==> config.mk <==
export PLATFORM = sky130hd
export DESIGN_NAME = dm_access_bridge
export DESIGN_NICKNAME = d
export VERILOG_FILES = /design/src/rtl/dm_access_bridge.sv
export SDC_FILE = /design/constraint.sdc
export NUM_CORES = 1
export LEC_CHECK = 0
export BUFFER_PORTS_ARGS = -buffer_cell sky130_fd_sc_hd__buf_2
export CAP_MARGIN = 20
export CORE_ASPECT_RATIO = 1.4
export CORE_UTILIZATION = 44
export DETAILED_ROUTE_END_ITERATION = 16
export GPL_TIMING_DRIVEN = 0
export HOLD_SLACK_MARGIN = 0.08
export PLACE_DENSITY = 0.85
export SYNTH_ARGS = -nofsm -noshare
export SYNTH_HDL_FRONTEND = slang
export SYNTH_SLANG_ARGS = --single-unit
==> constraint.sdc <==
create_clock -name clk -period 2.6 [get_ports clk]
set_clock_uncertainty 0.2 [all_clocks]
set_input_delay 0.52 -clock clk [delete_from_list [all_inputs] [get_ports clk]]
set_output_delay 0.52 -clock clk [all_outputs]
set_load 0.03 [all_outputs]
==> src/rtl/dm_access_bridge.sv <==
// rtl/dm_access_bridge.sv - CPU SRAM-style DM port to valid/ready multi-cycle memory bridge
module dm_access_bridge #(
  parameter int ADDR_W  = 14,
  parameter int TIMEOUT = 255
) (
  input  logic              clk,
  input  logic              rst,
  input  logic              cpu_re,
  input  logic              cpu_web,
  input  logic [31:0]       cpu_bweb,
  input  logic [ADDR_W-1:0] cpu_addr,
  input  logic [31:0]       cpu_wdata,
  output logic [31:0]       cpu_rdata,
  output logic              cpu_stall,
  output logic              mem_req_valid,
  input  logic              mem_req_ready,
  output logic              mem_req_write,
  output logic [ADDR_W-1:0] mem_req_addr,
  output logic [31:0]       mem_req_wdata,
  output logic [3:0]        mem_req_strb,
  input  logic              mem_resp_valid,
  input  logic [31:0]       mem_resp_data,
  output logic              err_flag
);

  localparam int TW = $clog2(TIMEOUT + 1);

  typedef enum logic [1:0] {S_IDLE, S_REQ, S_WAIT, S_DONE} state_t;

  state_t        state;
  logic [TW-1:0] timer;
  logic          access;
  logic          write_sel;
  logic [3:0]    strb_next;

  // A store takes priority when the CPU raises both load and store together.
  assign write_sel = ~cpu_web;
  assign access    = cpu_re | write_sel;

  always_comb begin
    strb_next = 4'b0000;
    for (int i = 0; i < 4; i++) begin
      strb_next[i] = write_sel & ~(&cpu_bweb[8*i +: 8]);
    end
  end

  assign cpu_stall = ((state == S_IDLE) & access) | (state == S_REQ) | (state == S_WAIT);

  always_ff @(posedge clk) begin
    if (rst) begin
      state         <= S_IDLE;
      timer         <= '0;
      cpu_rdata     <= 32'h0;
      mem_req_valid <= 1'b0;
      mem_req_write <= 1'b0;
      mem_req_addr  <= '0;
      mem_req_wdata <= 32'h0;
      mem_req_strb  <= 4'b0000;
      err_flag      <= 1'b0;
    end else begin
      case (state)
        S_IDLE: begin
          if (access) begin
            mem_req_write <= write_sel;
            mem_req_addr  <= cpu_addr;
            mem_req_wdata <= cpu_wdata;
            mem_req_strb  <= strb_next;
            mem_req_valid <= 1'b1;
            state         <= S_REQ;
          end
        end
        S_REQ: begin
          if (mem_req_ready) begin
            mem_req_valid <= 1'b0;
            timer         <= '0;
            state         <= S_WAIT;
          end
        end
        S_WAIT: begin
          if (mem_resp_valid) begin
            if (!mem_req_write) begin
              cpu_rdata <= mem_resp_data;
            end
            state <= S_DONE;
          end else if (timer == TW'(TIMEOUT - 1)) begin
            // Abort: the CPU gets zero data and the sticky error records it.
            err_flag  <= 1'b1;
            cpu_rdata <= 32'h0;
            state     <= S_DONE;
          end else begin
            timer <= timer + 1'b1;
          end
        end
        default: begin
          state <= S_IDLE;
        end
      endcase
    end
  end

endmodule

# After elaboration in Yosys (flattened, before gate mapping)
# Index checks and enable logic that the tools add are counted.
# classes
order_cmp	0
addsub	1
n_bitwise	14
mux	15
n_mul	0
n_div	0
n_shift	0
eq_ne	9
reduce_logical	14
# op_table
operator	count
$mux W32	3
$reduce_and A8 Y1	4
$mux W8	3
$pmux W8 S2	1
$reduce_and A3 Y1	4
$ne A2 B2 Y1 const B	5
$add A8 B1 Y8 const B	1
$eq A8 B8 Y1 const B	1
$mux W2	4
$not A1 Y1	6
$pmux W2 S3	1
$reduce_bool A2 Y1	3
$and A1 B1 Y1	5
$reduce_and A4 Y1	1
$ne A3 B2 Y1 const B	1
$or A1 B1 Y1	3
$eq A2 B1 Y1 const B	1
$eq A2 B2 Y1 const B	1
$logic_not A2 Y1	1
$mux W1	2
$pmux W1 S2	1
$reduce_and A2 Y1	1
# totals
latch_bits	0
output_inout_bits	86
romBits	0
input_bits	116
memories	0
wordCells	62
ramBits	0
ff_bits	95

# Depth between registers and ports, before layout
# Gate-level depths: netlist of the first run.
# depth
ltp_word	5
depth_mapped	8
depth_no_buf	6

# Worst setup path after synthesis of the first run
# OpenSTA, ideal clock, no wires.
# synth_timing
kind	input to output
startpoint	input port cpu_web
endpoint	output port cpu_stall
arrival_time_ns	1.413
path_stages	4
path_slack_ns	0.467
t_required_ns	1.880
path_buffers	1
cell_sequence	nor2b_1 > nor2b_1 > buf_2 > or3_1
# synth_between
elab_chain_len	5
# synth_lines
item	line	rtl
start: declaration	9	input logic cpu_web,
$not A1 Y1	37	assign write_sel = ~cpu_web;
$or A1 B1 Y1	38	assign access = cpu_re | write_sel;
$and A1 B1 Y1	47	assign cpu_stall = ((state == S_IDLE) & access) | (state == S_REQ) | (state == S_WAIT);
$or A1 B1 Y1 (2 in a row)	47	
end: declaration	14	output logic cpu_stall,
# Every way passes these cells.

# Worst setup path in the final report of the first run
# layout_timing
startpoint	register state[1]
endpoint	output port cpu_stall
# layout_between
elab_chain_len	4
word_cells_on_any_way	6
classes_between	eq/ne: 2; bitwise: 3; reduce/logical: 1
# layout_lines
item	line	rtl
start: declaration	30	state_t state;
start signal: assignment	51	state <= S_IDLE;
start signal: assignment	69	state <= S_REQ;
start signal: assignment	76	state <= S_WAIT;
$logic_not A2 Y1	47	
$and A1 B1 Y1	47	
$or A1 B1 Y1	47	
$or A1 B1 Y1 *	47	
# Mark *: on every way between the ends. The rest lies on a longest branch, timed or not.

==> results of run 1 <==
## cell type report
| type | instances | area (um2) | area share |
|---|---|---|---|
| flip-flops and latches | 95 | 1903 | 0.3708 |
| clock inverters | 3 | 42.54 | 0.008289 |
| multi-input cells | 334 | 1652 | 0.3218 |
| repair buffers | 200 | 1001 | 0.1950 |
| diodes | 2 | 5.005 | 0.0009751 |
| well taps | 102 | 127.6 | 0.02487 |
| inverters | 6 | 22.52 | 0.004388 |
| plain buffers | 30 | 122.6 | 0.02389 |
| clock buffers | 12 | 256.5 | 0.04998 |
## per-stage QoR
step,hold WS [ps],util,instance area (um2),power [W],std cells
after floorplan,277.8,-,3696,0.003255,466
after global placement,240.0,0.5920,4825,0.003803,768
after detailed placement,243.6,0.5920,4825,0.003873,768
after CTS,205.4,0.6292,5127,0.005192,782
after global routing,219.1,0.6292,5127,0.005461,782
final,212.1,0.6298,5132,0.005164,784
## worst paths after layout
path | from | end | slack, ps
worst max-delay path | state[1] | cpu_stall | 150
worst min-delay path | cpu_addr[8] | mem_req_addr[8] | 210
worst max register to register | timer[0] | cpu_rdata[2] | 220
worst min register to register | mem_req_addr[12] | mem_req_addr[12] | 250
## power by group through the flow
stage                     clock (W)  combinational, W  sequential [W]
after global placement            0           0.00192         0.00188
after global routing        0.00139           0.00217         0.00190
after detailed placement          0           0.00197         0.00190
after CTS                   0.00133           0.00199         0.00187
after floorplan                   0          0.000878         0.00238
final                       0.00131           0.00198         0.00187
## per-layer routing
layer / part of all wire / vias to the layer above / global-route usage / routed length, um
met2: 0.50 / 179 / 0.4661 / 5675
met5: 0.0024 / - / 0 / 27
met4: 0.038 / 4 / 0.1479 / 425
li1: - / 2004 / - / -
met3: 0.075 / 34 / 0.06364 / 838
met1: 0.38 / 1796 / 0.2703 / 4271
## layout by cell type (no fill, tap or decap), drive strengths merged, types with 2 or more instances in the layout
master  count
buf       209
nand2     133
dfxtp      95
a21oi      91
o21ai      39
clkbuf     33
nor2       12
nand4      11
or3         9
inv         6
ha          6
nand3       4
nand2b      3
nor2b       3
diode       2
and4        2
a31oi       2
o311ai      2
## tightest hold or removal path, cell delays in order
cell and delay, ps:
buf_2 90, nand2_1 40, a21oi_1 50
## cell usage after synthesis, drive strengths merged (2+ instances only)
cell	instances	area, um2
nand2	133	499.2
nor2	12	45.04
nor2b	3	18.77
a31oi	2	12.51
a21oi	91	459.2
nand2b	3	18.77
clkbuf	21	78.83
dfxtp	95	1902
or3	9	56.30
nand3	4	20.02
nand4	11	68.82
o21ai	39	195.2
ha	6	75.07
and4	2	17.52
o311ai	2	17.52
inv	6	22.52
buf	10	48.79
## cells by family after synthesis
group	Yosys count
AO/OA/AOI/OAI	142
AND/OR/NAND/NOR	183
multiplexers	2
XOR/XNOR	1
adder cells (fa/ha/maj)	6
flip-flops	95
buffers and inverters	37
## state kept, by name (all words and copies together) (netlist names)
signal,count
cpu_rdata,32
err_flag,1
mem_req_addr,14
mem_req_strb,4
mem_req_valid,1
mem_req_wdata,32
mem_req_write,1
state,2
timer,8
==> flow_summary_export.csv, run 1 <==
group,metric,value,unit
global_routing,grt_pass1_wl,17790,um
clock_tree,clk_latency,340,ps
drt,drc,0,
die,initial_utilization,0.4536,
global_routing,antenna_found_initial,4,
global_routing,overflow,0,
logic_synthesis,ys_ff_latch,95,
die,dieHeight,110.4,um
placement,gp_congestion,0.9650,
critical_path,cp-start-kind,"flip-flop",
critical_path,path_max_fanout,13,
logic_synthesis,synth_fa_ha_area_frac,0.02031,
logic_synthesis,synth_area,0.003696,mm2
clock_tree,ctsResizeCount,3,
power,seqPwrFrac,0.362,
drt,drt_iter0_drc,152,
sta,slew_viol_final,0,
die,ios,202,
critical_path,cp_top_family,"simple AND/OR/NAND/NOR gates",
global_routing,globalRouteTotalUtil,0.2617,
critical_path,critPathCaptureType,"primary output",
finish,nets,798,
power,clkPwrFrac,0.254,
sta,rsz0062_at_grt,"false",
logic_synthesis,synth_top_family_by_area,"simple AND/OR/NAND/NOR gates",
power,p_int,0.003118,W
logic_synthesis,synth_ff_type,"dfxtp_1",
die,rows,39,
clock_tree,htree_levels,3,
placement,io_buffers,200,
power,powerDensity,1006,mW/mm2
global_routing,grt_max_degree,15,
min_path,hold_path_depth,3,
critical_path,cp_data_arrival_time,1730,ps
sta,layout_setup_ws,149.9,ps
finish,fill_cells,738,
sta,hold_viol,0,
logic_synthesis,synth.mux.area_fraction,0.005755,
critical_path,cp.buffers_inverters,2,
sta,fin_tns_setup,0,ps
clock_tree,cts_buffers,9,
global_routing,first_global_vias,3906,
logic_synthesis,synth-simple-area-share,0.2129,
critical_path,slowest_delay,370,ps
drt,dr_total_vias,4017,
clock_tree,cts.path.max_buffers,2,
die,fp.dieArea,0.008776,mm2
drt,vias_per_cell,5.124,
critical_path,cp_cell_sequence,"inv_1 -> ha_1 -> nor2b_4 -> or3_1 -> buf_2",
critical_path,cpMaxStageDelayCell,"dfxtp_1",
sta,timing.fmax,0.4082,GHz
sta,fin_crit,2450,ps
finish,syn2layout_area_growth,38.86,%
drt,firstDrtPassIters,5,
drt,wl_per_cell,14.33,um
logic_synthesis,synth_edf_count,0,
power,switching_share,0.3963,
logic_synthesis,synth_area_per_cell,7.931,um2
placement,dp_hpwl,8617,um
logic_synthesis,synth-seq-area-share,0.5146,
flow_run,maxCapViolations,0,
critical_path,r2r_cells,7,
logic_synthesis,async_flop_share,0,
sta,setup_viol,0,
sta,slew_headroom,0.5786,
sta,tightest_slew,632.1,ps
drt,final_antenna_net_count,0,
logic_synthesis,syn_inst,466,
logic_synthesis,synthXorXnorAreaFrac,0.002370,
logic_synthesis,yosysUniqueCellTypes,37,
logic_synthesis,synth_compound_area_frac,0.2035,
power,vdd_drop_max,0.0004477,V
clock_tree,ctsHoldBuffers,0,
critical_path,critical_path_depth,5,
clock_tree,cts_setup_buffers,0,
clock_tree,cts.sinks,95,
drt,finalWirelength,11240,um
sta,period_share,0.9423,
critical_path,cp_data_required_time,1880,ps
logic_synthesis,yosysWarnings,0,
finish,drive_gt1_frac,0.3353,
clock_tree,tritoncts,"built",
placement,preCtsSetupSlack,91.00,ps
die,coreArea,0.008149,mm2
power,pwr-share-comb,0.384,
power,p_sw,0.002046,W
run_status,status,"finished, final reports clean",
clock_tree,cts_root_buffer,"clkbuf_16",
clock_tree,clk_pin_slew,60,ps
power,p_leak,2.363,nW
min_path,hp-class,"in2reg",
critical_path,critical_path_class,"reg2out",
die,fp.dieW,79.46,um
logic_synthesis,syn_nets,588,
No activity file was read; power rests on OpenSTA's default activity.
==> run 2: changes to the inputs <==
Settings changed: REMOVE_ABC_BUFFERS from default to 1, SKIP_CTS_REPAIR_TIMING from default to 1.
==> run 2 against run 1 <==
Clock power hardly changed. Sequential share of layout area rose by 0.33 points. Register-to-register slack gained 20 ps. Combinational power decreased by 2%. Maximum frequency fell by 0.97%. Worst setup slack worse by 24 ps. Largest power group unchanged. Final cell count down 3.4%. Via count decreased by 1.9%. Hold slack better by 6.8 ps.
==> flow_summary_export.csv, run 2 (synthesis gave the netlist of run 1 again) <==
group,metric,value,unit
global_routing,grt_max_degree,92,
drt,dr_total_vias,3942,
sta,hold_viol,0,
finish,utilization,0.6238,
run_status,status,"finished, final reports clean",
global_routing,grt_pass1_wl,16350,um
sta,tightest_slew,996.4,ps
power,vdd_drop_max,0.0008340,V
global_routing,antenna_found_initial,0,
sta,whs,218.9,ps
critical_path,r2r_start,"state[0]",
finish,layout_common_cells,"200 x buf_2, 133 x nand2_1, 95 x dfxtp_1",
placement,gp_congestion,0.8433,
clock_tree,cts.sinks,95,
drt,final_antenna_net_count,0,
power,powerDensity,1009,mW/mm2
critical_path,path_max_fanout,6,
power,p_leak,2.330,nW
die,dieHeight,110.4,um
finish,nets,772,
global_routing,overflow,0,
sta,period_share,0.9516,
sta,rsz0062_at_grt,"false",
sta,slew_headroom,0.3358,
clock_tree,clk_latency,330,ps
die,rows,39,
critical_path,critical_path_class,"reg2out",
finish,final_common_cell,"buf_2",
finish,diodes,0,
clock_tree,clk_pin_slew,60,ps
drt,drc,0,
min_path,hp-class,"in2reg",
clock_tree,cts_root_buffer,"clkbuf_16",
critical_path,r2r_slack,240,ps
sta,fin_crit,2474,ps
clock_tree,htree_levels,3,
finish,design_area,0.005084,mm2
sta,layout_setup_ws,125.9,ps
clock_tree,tritoncts,"built",
clock_tree,cts_buffers,9,
critical_path,critPathCaptureType,"primary output",
clock_tree,cts.path.max_buffers,2,
placement,dp_hpwl,7368,um
placement,dpl_cell_area,0.004770,mm2
placement,io_buffers,201,
critical_path,r2r_cells,6,
die,fp.dieW,79.46,um
global_routing,globalRouteTotalUtil,0.2329,
critical_path,timing.rr.end,"timer[1]",
sta,setup_viol,0,
drt,vias_per_cell,5.207,
die,ios,202,
min_path,min_to,"mem_req_addr[8]",
critical_path,cp_data_required_time,1880,ps
min_path,hold_start,"cpu_addr[8]",
die,initial_utilization,0.4536,
sta,slew_viol_final,0,
critical_path,cp_data_arrival_time,1750,ps
finish,syn2layout_area_growth,37.54,%
drt,firstDrtPassIters,4,
die,fp.dieArea,0.008776,mm2
drt,drt_iter0_drc,211,
critical_path,cp-start-kind,"flip-flop",
global_routing,first_global_vias,3816,
flow_run,maxCapViolations,0,
drt,wl_per_cell,13.55,um
sta,timing.fmax,0.4042,GHz
min_path,hold_path_depth,3,
finish,top_regs,"cpu_rdata: 32 flops, mem_req_wdata: 32 flops, mem_req_addr: 14 flops",
drt,finalWirelength,10260,um
die,coreArea,0.008149,mm2
placement,preCtsSetupSlack,84.11,ps
finish,drive_gt1_frac,0.3481,
run 2: changes by cell type in the layout (fill, tap and decap cells not counted), sizes merged:
| cell | delta |
|---|---|
| buf | -5 |
| clkbuf | -24 |
| clkinv | +1 |
| clkinvlp | +1 |
| diode | -2 |
| inv | +2 |
run 2: worst max-delay path, cell delays in order (launching register included):
cell     delay (ps)
dfxtp_1         390
inv_1            90
ha_1            270
nor2b_4         180
or3_1           320
buf_2           180
run 2: layout make-up:
type | count | area, um2
Fill cell | 700 | 3065
Sequential cell | 95 | 1902
Multi-Input combinational cell | 334 | 1672
Timing Repair Buffer | 204 | 1055
Clock buffer | 9 | 225.2
Tap cell | 102 | 127.6
Clock inverter | 7 | 80.08
Inverter | 6 | 22.52
run 2: where the power goes:
group | internal, W | switching, W | total (W)
Combinational | 0.000585 | 0.00136 | 0.00194
Sequential | 0.00173 | 0.000141 | 0.00187
Clock | 0.000755 | 0.000564 | 0.00132
run 2: worst max path at each step:
stage | from | endpoint | slack [ps] | cells after the start
2_1_floorplan | cpu_web | cpu_stall | -790 | 3
3_3_place_gp | cpu_web | cpu_stall | -1700 | 5
3_5_place_dp | cpu_web | mem_req_strb[3] | 80 | 5
4_1_cts | state[0] | cpu_stall | 110 | 5
5_1_grt | state[0] | timer[1] | 40 | 6
6_report | state[0] | cpu_stall | 130 | 5
run 2: stage by stage:
stage,total power (W),std cells,setup TNS (ps)
floorplan,0.003163,435,-9561
global placement,0.003711,738,-69810
detailed placement,0.003828,741,0
CTS,0.005162,757,0
global route,0.005419,757,0
finish,0.005129,757,0
run 2: routing by layer:
layer  GRT usage  wire, um  share of wire
met5           0         0              0
met2      0.4405      5523           0.54
met4      0.1139       299          0.029
met1      0.2276      3916           0.38
met3     0.05207       518          0.051
